`src/rtl/mux8_rr_arbiter.sv`:
```
// ---------------------------------------------------------------------------
// mux8_rr_arbiter
//
// Round-robin arbiter in front of the select input of an 8:1 bit multiplexer.
// Requester i owns mux input a[i]. The winner's index drives the mux select
// and stays stable for the whole tenure. Every hand-over passes through one
// idle cycle, so the mux never switches directly from one owner to the next.
//
// Ports
//   clk      in   1      clock, rising edge
//   rst_n    in   1      asynchronous, active-low reset
//   req      in   N      level request, one bit per requester
//   done     in   1      owner finished (1-cycle pulse), looked at only in GRANT
//   grant    out  N      one-hot grant to the current owner, zero when idle
//   sel      out  SEL_W  mux select, index of the grant bit (held while idle)
//   busy     out  1      high while a tenure is in progress
//   timeout  out  1      1-cycle pulse when a tenure is cut off by MAX_HOLD
// ---------------------------------------------------------------------------
module mux8_rr_arbiter #(
  parameter int N        = 8,
  parameter int SEL_W    = 3,
  parameter int MAX_HOLD = 16
) (
  input  logic             clk,
  input  logic             rst_n,
  input  logic [N-1:0]     req,
  input  logic             done,
  output logic [N-1:0]     grant,
  output logic [SEL_W-1:0] sel,
  output logic             busy,
  output logic             timeout
);

  localparam int             CNT_W    = (MAX_HOLD > 2) ? $clog2(MAX_HOLD) : 1;
  localparam logic [N-1:0]   GNT_ONE  = {{(N-1){1'b0}}, 1'b1};
  localparam logic [CNT_W-1:0] HOLD_LAST = CNT_W'(MAX_HOLD - 1);

  typedef enum logic {
    IDLE  = 1'b0,
    GRANT = 1'b1
  } state_t;

  state_t           state_q;
  logic [N-1:0]     grant_q;
  logic [SEL_W-1:0] sel_q;
  logic             busy_q;
  logic             timeout_q;
  logic [SEL_W-1:0] ptr_q;
  logic [CNT_W-1:0] hold_cnt_q;

  logic [SEL_W-1:0] win_idx_d;
  logic             end_done;
  logic             end_drop;
  logic             end_max;
  logic             tenure_end;
  logic             timeout_d;

  // First set request bit at or after p, wrapping around. The loop runs from
  // the farthest offset down to p itself so the nearest hit is the last write.
  function automatic logic [SEL_W-1:0] rr_pick(input logic [N-1:0]     r,
                                                input logic [SEL_W-1:0] p);
    logic [SEL_W-1:0] idx;
    rr_pick = p;
    for (int k = N - 1; k >= 0; k--) begin
      idx = p + SEL_W'(k);
      if (r[idx]) rr_pick = idx;
    end
  endfunction

  assign win_idx_d  = rr_pick(req, ptr_q);

  assign end_done   = done;
  assign end_drop   = ~req[sel_q];
  assign end_max    = (hold_cnt_q == HOLD_LAST);
  assign tenure_end = end_done | end_drop | end_max;
  // A forced release is reported only when the owner did not end it itself.
  assign timeout_d  = end_max & ~end_done & ~end_drop;

  always_ff @(posedge clk or negedge rst_n) begin
    if (!rst_n) begin
      state_q    <= IDLE;
      grant_q    <= '0;
      sel_q      <= '0;
      busy_q     <= 1'b0;
      timeout_q  <= 1'b0;
      ptr_q      <= '0;
      hold_cnt_q <= '0;
    end else begin
      timeout_q <= 1'b0;
      case (state_q)
        IDLE: begin
          // sel is deliberately left alone here so the mux does not glitch.
          if (|req) begin
            state_q    <= GRANT;
            grant_q    <= GNT_ONE << win_idx_d;
            sel_q      <= win_idx_d;
            busy_q     <= 1'b1;
            hold_cnt_q <= '0;
          end
        end
        GRANT: begin
          if (tenure_end) begin
            state_q   <= IDLE;
            grant_q   <= '0;
            busy_q    <= 1'b0;
            ptr_q     <= sel_q + SEL_W'(1);
            timeout_q <= timeout_d;
          end else begin
            hold_cnt_q <= hold_cnt_q + CNT_W'(1);
          end
        end
        default: begin
          state_q <= IDLE;
          grant_q <= '0;
          busy_q  <= 1'b0;
        end
      endcase
    end
  end

  assign grant   = grant_q;
  assign sel     = sel_q;
  assign busy    = busy_q;
  assign timeout = timeout_q;

endmodule

```
`config.mk`:
```
export PLATFORM = sky130hd
export DESIGN_NAME = mux8_rr_arbiter
export DESIGN_NICKNAME = d
export VERILOG_FILES = /design/src/rtl/mux8_rr_arbiter.sv
export SDC_FILE = /design/constraint.sdc
export NUM_CORES = 1
export LEC_CHECK = 0
export CAP_MARGIN = 10
export CORE_MARGIN = 1.5
export CORE_UTILIZATION = 44
export CTS_BUF_LIST = sky130_fd_sc_hd__clkbuf_16
export DETAILED_ROUTE_END_ITERATION = 10
export GPL_TIMING_DRIVEN = 0
export PLACE_DENSITY = 0.66
export SLEW_MARGIN = 0
export SYNTH_ARGS = -nofsm -noshare
export SYNTH_HDL_FRONTEND = slang
export SYNTH_SLANG_ARGS = --single-unit
```
`constraint.sdc`:
```
create_clock -name clk -period 4 [get_ports clk]
set_input_delay 1 -clock clk [delete_from_list [all_inputs] [get_ports clk]]
set_output_delay 1 -clock clk [all_outputs]
set_load 0.01 [all_outputs]
```
; ---- After elaboration in Yosys (flattened, before gate mapping)
; Index checks and enable logic that the tools add are counted.
[op_classes]
add_sub_neg = 9
magnitude_cmp = 9
eq_ne = 4
shifts = 1
muxes = 40
n_bitwise = 7
n_reduce_logical = 5
[ops]
columns = operator, count
row1 = $lt A3 B4 Y1 const B, 9
row2 = $bmux W1 S3, 9
row3 = $mux W3, 8
row4 = $mux W8, 2
row5 = $pmux W8 S2, 1
row6 = $mux W1, 15
row7 = $add A3 B3 Y3 const B, 4
row8 = $mux W4, 2
row9 = $pmux W4 S2, 1
row10 = $reduce_and A2 Y1, 4
row11 = $reduce_or A8 Y1, 1
row12 = $shl A1 B3 Y8 const A, 1
row13 = $add A3 B1 Y3 const B, 2
row14 = $add A3 B2 Y3 const B, 2
row15 = $add A4 B1 Y4 const B, 1
row16 = $eq A4 B4 Y1 const B, 1
row17 = $ne A2 B2 Y1 const B, 2
row18 = $pmux W1 S2, 2
row19 = $not A1 Y1, 3
row20 = $and A1 B1 Y1, 2
row21 = $ne A2 B1 Y1 const B, 1
row22 = $or A1 B1 Y1, 2
[totals]
ff_bits = 21
in_bits = 11

; ---- Depth between registers and ports, before layout
; Gate-level depths: netlist of run 1.
[logic_depth]
word_depth = 14
depth_mapped = 11
ltp_nobuf = 9

; ---- Worst setup path after synthesis of run 1
; Ideal clock, no wire load.
[synth_path]
path_type = input to register
startpoint = in req[1]
endpoint = reg grant_q[2], in the netlist grant[2]
setup_ps = 122
t_arrival_ps = 2864
t_required_ps = 3878
path_slack_ps = 1015
path_stages = 8
path_buffers = 1
path_cell_list = clkbuf_1 mux4_2 or4b_1 o21ai_2 a211o_1 o22ai_1 and2_1 a32o_1
[synth_via]
elab_chain_cells = 13
[synth_lines]
columns = item, line_no
row1 = "start, declared", 26  ; input logic [N-1:0] req,
row2 = $bmux W1 S3, 66  ; if (r[idx]) rr_pick = idx;
row3 = $mux W1 (not written as such), 66
row4 = $mux W3 (8 in series), 66
row5 = $shl A1 B3 Y8, 95  ; grant_q <= GNT_ONE << win_idx_d;
row6 = $mux W8, 93  ; if (|req) begin
row7 = $pmux W8 S2, 90  ; case (state_q)
row8 = "end signal, assigned", 95
row9 = "end, declared", 44  ; logic [N-1:0] grant_q;
; Several ways; a longest one is shown, not always the timed one. The select of a mux whose other input is x is not followed.
; A chain may end at the register's enable or synchronous reset.

; ---- Worst setup path in the final report of run 1
[layout_path]
startpoint = in req[2]
endpoint = reg sel_q[1], in the netlist sel[1]
[layout_via]
elab_chain_cells = 10
[layout_lines]
columns = item, line_no
row1 = $bmux W1 S3, 66
row2 = $mux W1 (not written as such), 66
row3 = $mux W3 (8 in series), 66
row4 = "end signal, assigned", 96  ; sel_q <= win_idx_d;
row5 = "end, declared", 45  ; logic [SEL_W-1:0] sel_q;
; Several ways; a longest one is shown, not always the timed one. The select of a mux whose other input is x is not followed.

==> results of run 1 <==
worst reg2reg max path: cells and delay by family, from the launching register on:
family                   cells  cell delay, ns
flip-flops                   1            0.36
buffers and inverters        4            0.99
AO/OA/AOI/OAI                4            1.12
adder cells (fa/ha/maj)      1            0.42
multiplexers                 1            0.43
synth_stat cells, drive strengths merged, types with 3 or more instances:
| master | count | area (um2) |
|---|---|---|
| nand3 | 6 | 30.0 |
| o21ai | 13 | 68.8 |
| nor2 | 14 | 52.6 |
| clkbuf | 4 | 15.0 |
| inv | 6 | 22.5 |
| nand2 | 19 | 71.3 |
| nor4 | 3 | 18.8 |
| nand4 | 3 | 18.8 |
| mux2 | 11 | 131 |
| xor2 | 3 | 33.8 |
| mux4 | 11 | 248 |
| buf | 5 | 42.5 |
| and2 | 3 | 18.8 |
| a211oi | 6 | 50.1 |
| o31ai | 5 | 47.5 |
| a32o | 5 | 50.1 |
| xnor2 | 3 | 33.8 |
| ha | 4 | 50.1 |
| dfrtp | 21 | 526 |
| a21oi | 14 | 73.8 |
| mux2i | 16 | 160 |
cell type report:
cell class / instances / share of cell area, %
multi-input combinational: 157 / 57.7
tap: 50 / 2.76
timing repair buffer: 21 / 9.28
clock buffer: 3 / 3.31
buffer: 9 / 2.54
inverter: 6 / 0.994
clock inverter: 1 / 0.221
sequential: 21 / 23.2
metal layers:
| layer | wire length [um] | vias to the layer above |
|---|---|---|
| li1 | - | 798 |
| met1 | 2070 | 853 |
| met2 | 2640 | 80 |
| met3 | 331 | 6 |
| met4 | 54 | 0 |
| met5 | 0 | - |
through the flow:
stage	cells	util [%]	total power, mW	hold slack [ns]
after floorplan	193	-	1.70	0.487
after global placement	264	53.5	2.06	0.468
after detailed placement	264	53.5	2.12	0.481
after CTS	268	55.5	2.34	0.494
after global routing	268	55.5	2.53	0.511
final	268	55.5	2.36	0.487
worst max path at each step:
stage,from,to,depth (start not counted)
after global placement,req[2],sel[1],8
after global routing,ptr_q[1],grant[3],10
after floorplan,req[1],grant[2],8
final,req[2],sel[1],8
after detailed placement,req[2],sel[1],8
after CTS,req[2],sel[1],8
registers in the layout, summed over array words and instances, names as in the netlist:
name,cells
grant,8
hold_cnt_q,4
ptr_q,3
sel,3
busy,1
state_q,1
timeout,1
power by group:
group / internal, mW / switching, mW
logic: 0.777 / 1.02
registers: 0.283 / 0.0661
clock network: 0.134 / 0.0720
total: 1.19 / 1.16
cell families after synthesis:
| family | share of synthesized area [%] |
|---|---|
| compound gates | 21.7 |
| xor+xnor | 3.53 |
| fa+ha+maj | 2.62 |
| buf+inv | 4.18 |
| flops | 27.5 |
| mux | 28.2 |
| simple gates | 12.3 |
==> flow_metrics.env, run 1 <==
export IMPL_status="finished clean"
export IMPL_grt_start_max_net_pins=22
export IMPL_areaGrowthSynthToFinish_pct=18.4
export IMPL_first_global_vias=1708
export IMPL_yosysUniqueCellTypes=46
export IMPL_finalHoldViolations=0
export IMPL_final_cell_mix="21 x dfrtp_1, 21 x clkdlybuf4s50_1, 19 x nand2_1, 16 x mux2i_1, 14 x nor2_1"
export IMPL_clk_pin_slew_ns=0.06
export IMPL_dr_pass1_iters=4
export IMPL_peakVddDrop_mv=0.544
export IMPL_finish_net_count=234
export IMPL_antenna_found_initial=0
export IMPL_antenna_cells=0
export IMPL_synth_edff_count=0
export IMPL_syn_inst=193
export IMPL_drt_first_iter_violations=148
export IMPL_ys_flop_type="dfrtp_1"
export IMPL_worst_path_buf_inv=1
export IMPL_fp_dieH_um=68.9
export IMPL_rows=23
export IMPL_dieArea_um2=4750
export IMPL_placedInstanceArea_um2=2190
export IMPL_synth_seq_area_share_pct=27.5
export IMPL_critPathTopFamily="multiplexers"
export IMPL_die_x_um=68.9
export IMPL_cts_made_buffers=3
export IMPL_syn_avg_cell_area_um2=9.91
export IMPL_use_met2_pct=41.2
export IMPL_overflow=0
export IMPL_end_kind="flip-flop"
export IMPL_crit_chain="clkdlybuf4s50_1, mux4_2, and2_1, a2111oi_1, nor2_1, o221ai_2, a21oi_2, mux2_2"
export IMPL_layout_setup_ws_ns=0.574
export IMPL_post_drt_wl_per_cell_um=19.0
export IMPL_critical_path_max_stage_delay_ns=0.60
export IMPL_r2r_start="ptr_q[1]"
export IMPL_gp_congestion=0.957
export IMPL_worstPathRequired_ns=4.13
export IMPL_start_util_pct=46.8
export IMPL_ios=24
export IMPL_postCtsSetupBuffers=0
export IMPL_fin_tns_setup_ns=0
export IMPL_ff_latch_area_um2=526
export IMPL_grt_pass1_wl_um=8340
export IMPL_multiInputGateArea_um2=1310
export IMPL_critical_path_slowest_cell="mux4_2"
export IMPL_synth_area_um2=1910
export IMPL_p_leak_nw=0.935
export IMPL_drc=0
export IMPL_ctsHtreeMaxLevel=1
export IMPL_clockBufferDepth=2
export IMPL_cts_hold_buf=0
export IMPL_clockRootBuffer="clkbuf_16"
export IMPL_wl_um=5100
export IMPL_io_buffers=21
export IMPL_globalRouteMet3Util_pct=2.76
export IMPL_via_per_inst=6.48
export IMPL_ys_ff_latch=21
export IMPL_worst_pin_slew_ns=0.894
export IMPL_cts_resized=0
export IMPL_min_path_cells=2
export IMPL_holdPathEnd="grant[0]"
export IMPL_use_met1_pct=31.2
export IMPL_synth_nets=208
export IMPL_yosys_warnings=0
export IMPL_arrival_ns=3.56
export IMPL_r2r_cells=10
export IMPL_busiest_layer="met2"
export IMPL_nFillCells=349
export IMPL_clk_latency_ns=0.25
export IMPL_rrSetupSlack_ns=0.62
export IMPL_p_per_area_nw_per_um2=1040
export IMPL_slew_headroom_pct=40.2
export IMPL_period_needed_ns=3.43
export IMPL_hold_class="flip-flop to flip-flop"
export IMPL_dp_slack_ns=0.391
export IMPL_cts_tree="built"
export IMPL_worst_setup_path_start_kind="input port"
export IMPL_dp_hpwl_um=3770
export IMPL_rr_endpoint="grant[3]"
export IMPL_drv_slew=0
export IMPL_critPathMaxFanout=9
export IMPL_async_reset_ff_share_pct=100
export IMPL_finalCritPeriodShare_pct=85.6
export IMPL_vias=1737
export IMPL_clkSinkCount=21
export IMPL_rsz0062_at_grt="false"
export IMPL_setup_viol_count_final=0
export IMPL_final_area_um2=2270
export IMPL_skew_ns=0.00602
export IMPL_core_area_um2=4090
export IMPL_grt_usage_pct=23.6
export IMPL_hold_start="grant[0]"
export IMPL_maxCapViolCount=0
export IMPL_crit_type="input port to flip-flop"
export IMPL_drive_gt1_share_pct=19.7
export IMPL_max_freq_mhz=292
export IMPL_antenna_left=0
No activity file was read; power rests on OpenSTA's default activity.
==> inputs of run 2 (changes only) <==
--- a/config.mk
+++ b/config.mk
@@ -7,11 +7,10 @@
 export LEC_CHECK = 0
 export CAP_MARGIN = 10
 export CORE_MARGIN = 1.5
-export CORE_UTILIZATION = 44
+export CORE_UTILIZATION = 30
 export CTS_BUF_LIST = sky130_fd_sc_hd__clkbuf_16
 export DETAILED_ROUTE_END_ITERATION = 10
 export GPL_TIMING_DRIVEN = 0
-export PLACE_DENSITY = 0.66
 export SLEW_MARGIN = 0
 export SYNTH_ARGS = -nofsm -noshare
 export SYNTH_HDL_FRONTEND = slang
==> run 2 against run 1 <==
Compared with the run above:
- clock power is essentially flat
- total power shrank 1.6%
- clock skew shrank 0.0044 ns
- worst hold slack lost 0.0047 ns
- via count shrank 4.0%
- sequential power shrank 1%
- critical endpoint unchanged
- largest power group unchanged
==> flow_metrics.env, run 2 (synthesis gave the netlist of run 1 again) <==
export IMPL_status="finished clean"
export IMPL_clk_pin_slew_ns=0.06
export IMPL_finalCritPeriodShare_pct=84.2
export IMPL_ctsHtreeMaxLevel=1
export IMPL_drc=0
export IMPL_finalHoldViolations=0
export IMPL_core_area_um2=6030
export IMPL_final_cell_mix="21 x dfrtp_1, 21 x clkdlybuf4s50_1, 19 x nand2_1, 16 x mux2i_1, 14 x nor2_1"
export IMPL_skew_ns=0.00167
export IMPL_rsz0062_at_grt="false"
export IMPL_maxCapViolCount=0
export IMPL_antenna_cells=0
export IMPL_clockRootBuffer="clkbuf_16"
export IMPL_peakVddDrop_mv=0.499
export IMPL_areaGrowthSynthToFinish_pct=20.1
export IMPL_slew_headroom_pct=37.8
export IMPL_period_needed_ns=3.37
export IMPL_postCtsSetupBuffers=0
export IMPL_ios=24
export IMPL_antenna_left=0
export IMPL_worst_setup_path_start_kind="input port"
export IMPL_hold_ws_ns=0.483
export IMPL_drt_first_iter_violations=87
export IMPL_final_area_um2=2300
export IMPL_max_freq_mhz=297
export IMPL_placedInstanceArea_um2=2220
export IMPL_end_kind="flip-flop"
export IMPL_first_global_vias=1600
export IMPL_critPathLaunch="req[3]"
export IMPL_rrSetupSlack_ns=0.77
export IMPL_dp_hpwl_um=3500
export IMPL_die_x_um=82.9
export IMPL_rr_endpoint="grant[7]"
export IMPL_crit_type="input port to flip-flop"
export IMPL_antenna_found_initial=0
export IMPL_worst_pin_slew_ns=0.929
export IMPL_grt_pass1_wl_um=8000
export IMPL_postLayoutCoreUtil_pct=38.1
export IMPL_gp_congestion=0.824
export IMPL_cts_hold_buf=0
export IMPL_cp_endpoint="sel[1]"
export IMPL_p_per_area_nw_per_um2=1010
export IMPL_clkSinkCount=21
export IMPL_p_leak_nw=0.935
export IMPL_fin_tns_setup_ns=0
export IMPL_io_buffers=21
export IMPL_dieArea_um2=6860
export IMPL_start_util_pct=31.7
export IMPL_largest_reg_flops=8
export IMPL_cts_tree="built"
export IMPL_r2r_cells=11
export IMPL_cts_resized=0
export IMPL_clockBufferDepth=2
export IMPL_critPathMaxFanout=9
export IMPL_via_per_inst=5.69
export IMPL_hold_start="grant[1]"
export IMPL_vias=1668
export IMPL_arrival_ns=3.50
export IMPL_finish_net_count=234
export IMPL_grt_start_max_net_pins=22
export IMPL_post_drt_wl_per_cell_um=16.0
export IMPL_fp_dieH_um=82.9
export IMPL_drive_gt1_share_pct=19.7
export IMPL_clk_latency_ns=0.25
export IMPL_overflow=0
export IMPL_setup_viol_count_final=0
export IMPL_hold_class="flip-flop to flip-flop"
export IMPL_grt_usage_pct=13.8
export IMPL_r2r_start="ptr_q[1]"
export IMPL_rows=28
export IMPL_wl_um=4690
export IMPL_dr_pass1_iters=4
export IMPL_worstPathRequired_ns=4.14
export IMPL_drv_slew=0
export IMPL_cts_made_buffers=3
-- run 2: cell counts in the layout (fill, tap and decap cells not counted) --
No cell type changed its count.
-- run 2: layout make-up --
cell class                 count  area, um2
fill                         618       3730
clock buffer                   3       75.1
inverter                       6       22.5
timing repair buffer          21        210
tap                           75       93.8
clock inverter                 1       5.00
sequential                    21        526
multi-input combinational    157       1310
buffer                         9       57.6
-- run 2: worst max-delay path: stages --
cell and delay (ns):
clkdlybuf4s50_1 0.55, mux4_2 0.61, and2_1 0.21, a2111oi_0 0.38, nor2_1 0.11, o221ai_2 0.18
a21oi_2 0.16, mux2_2 0.29
-- run 2: per-layer routing --
metal  global-route usage (%)  routed length (um)  up-vias
met5                        0                   0        -
li1                         -                   -      801
met3                     1.49                 138        6
met4                     2.88                  49        0
met1                     19.6                2240      821
met2                     22.8                2270       40
-- run 2: report_power, final --
part / leakage, nW / switching (mW) / internal (mW)
Sequential: 0.271 / 0.0612 / 0.283
Clock: 0.0409 / 0.0738 / 0.134
Combinational: 0.623 / 0.991 / 0.776
-- run 2: how the worst min path moves through the flow --
stage | slack [ns] | cells past startpoint | to
6_report | 0.48 | 2 | grant[1]
5_1_grt | 0.52 | 1 | grant[3]
4_1_cts | 0.49 | 2 | grant[1]
3_5_place_dp | 0.47 | 2 | busy
3_3_place_gp | 0.47 | 2 | busy
2_1_floorplan | 0.49 | 2 | hold_cnt_q[3]
-- run 2: through the flow --
stage	std cells	power, mW	setup slack (ns)
final	293	2.32	0.634
after global routing	293	2.51	0.502
after CTS	293	2.32	0.651
after detailed placement	289	2.09	0.400
after global placement	289	2.08	0.399
after floorplan	193	1.70	1.01
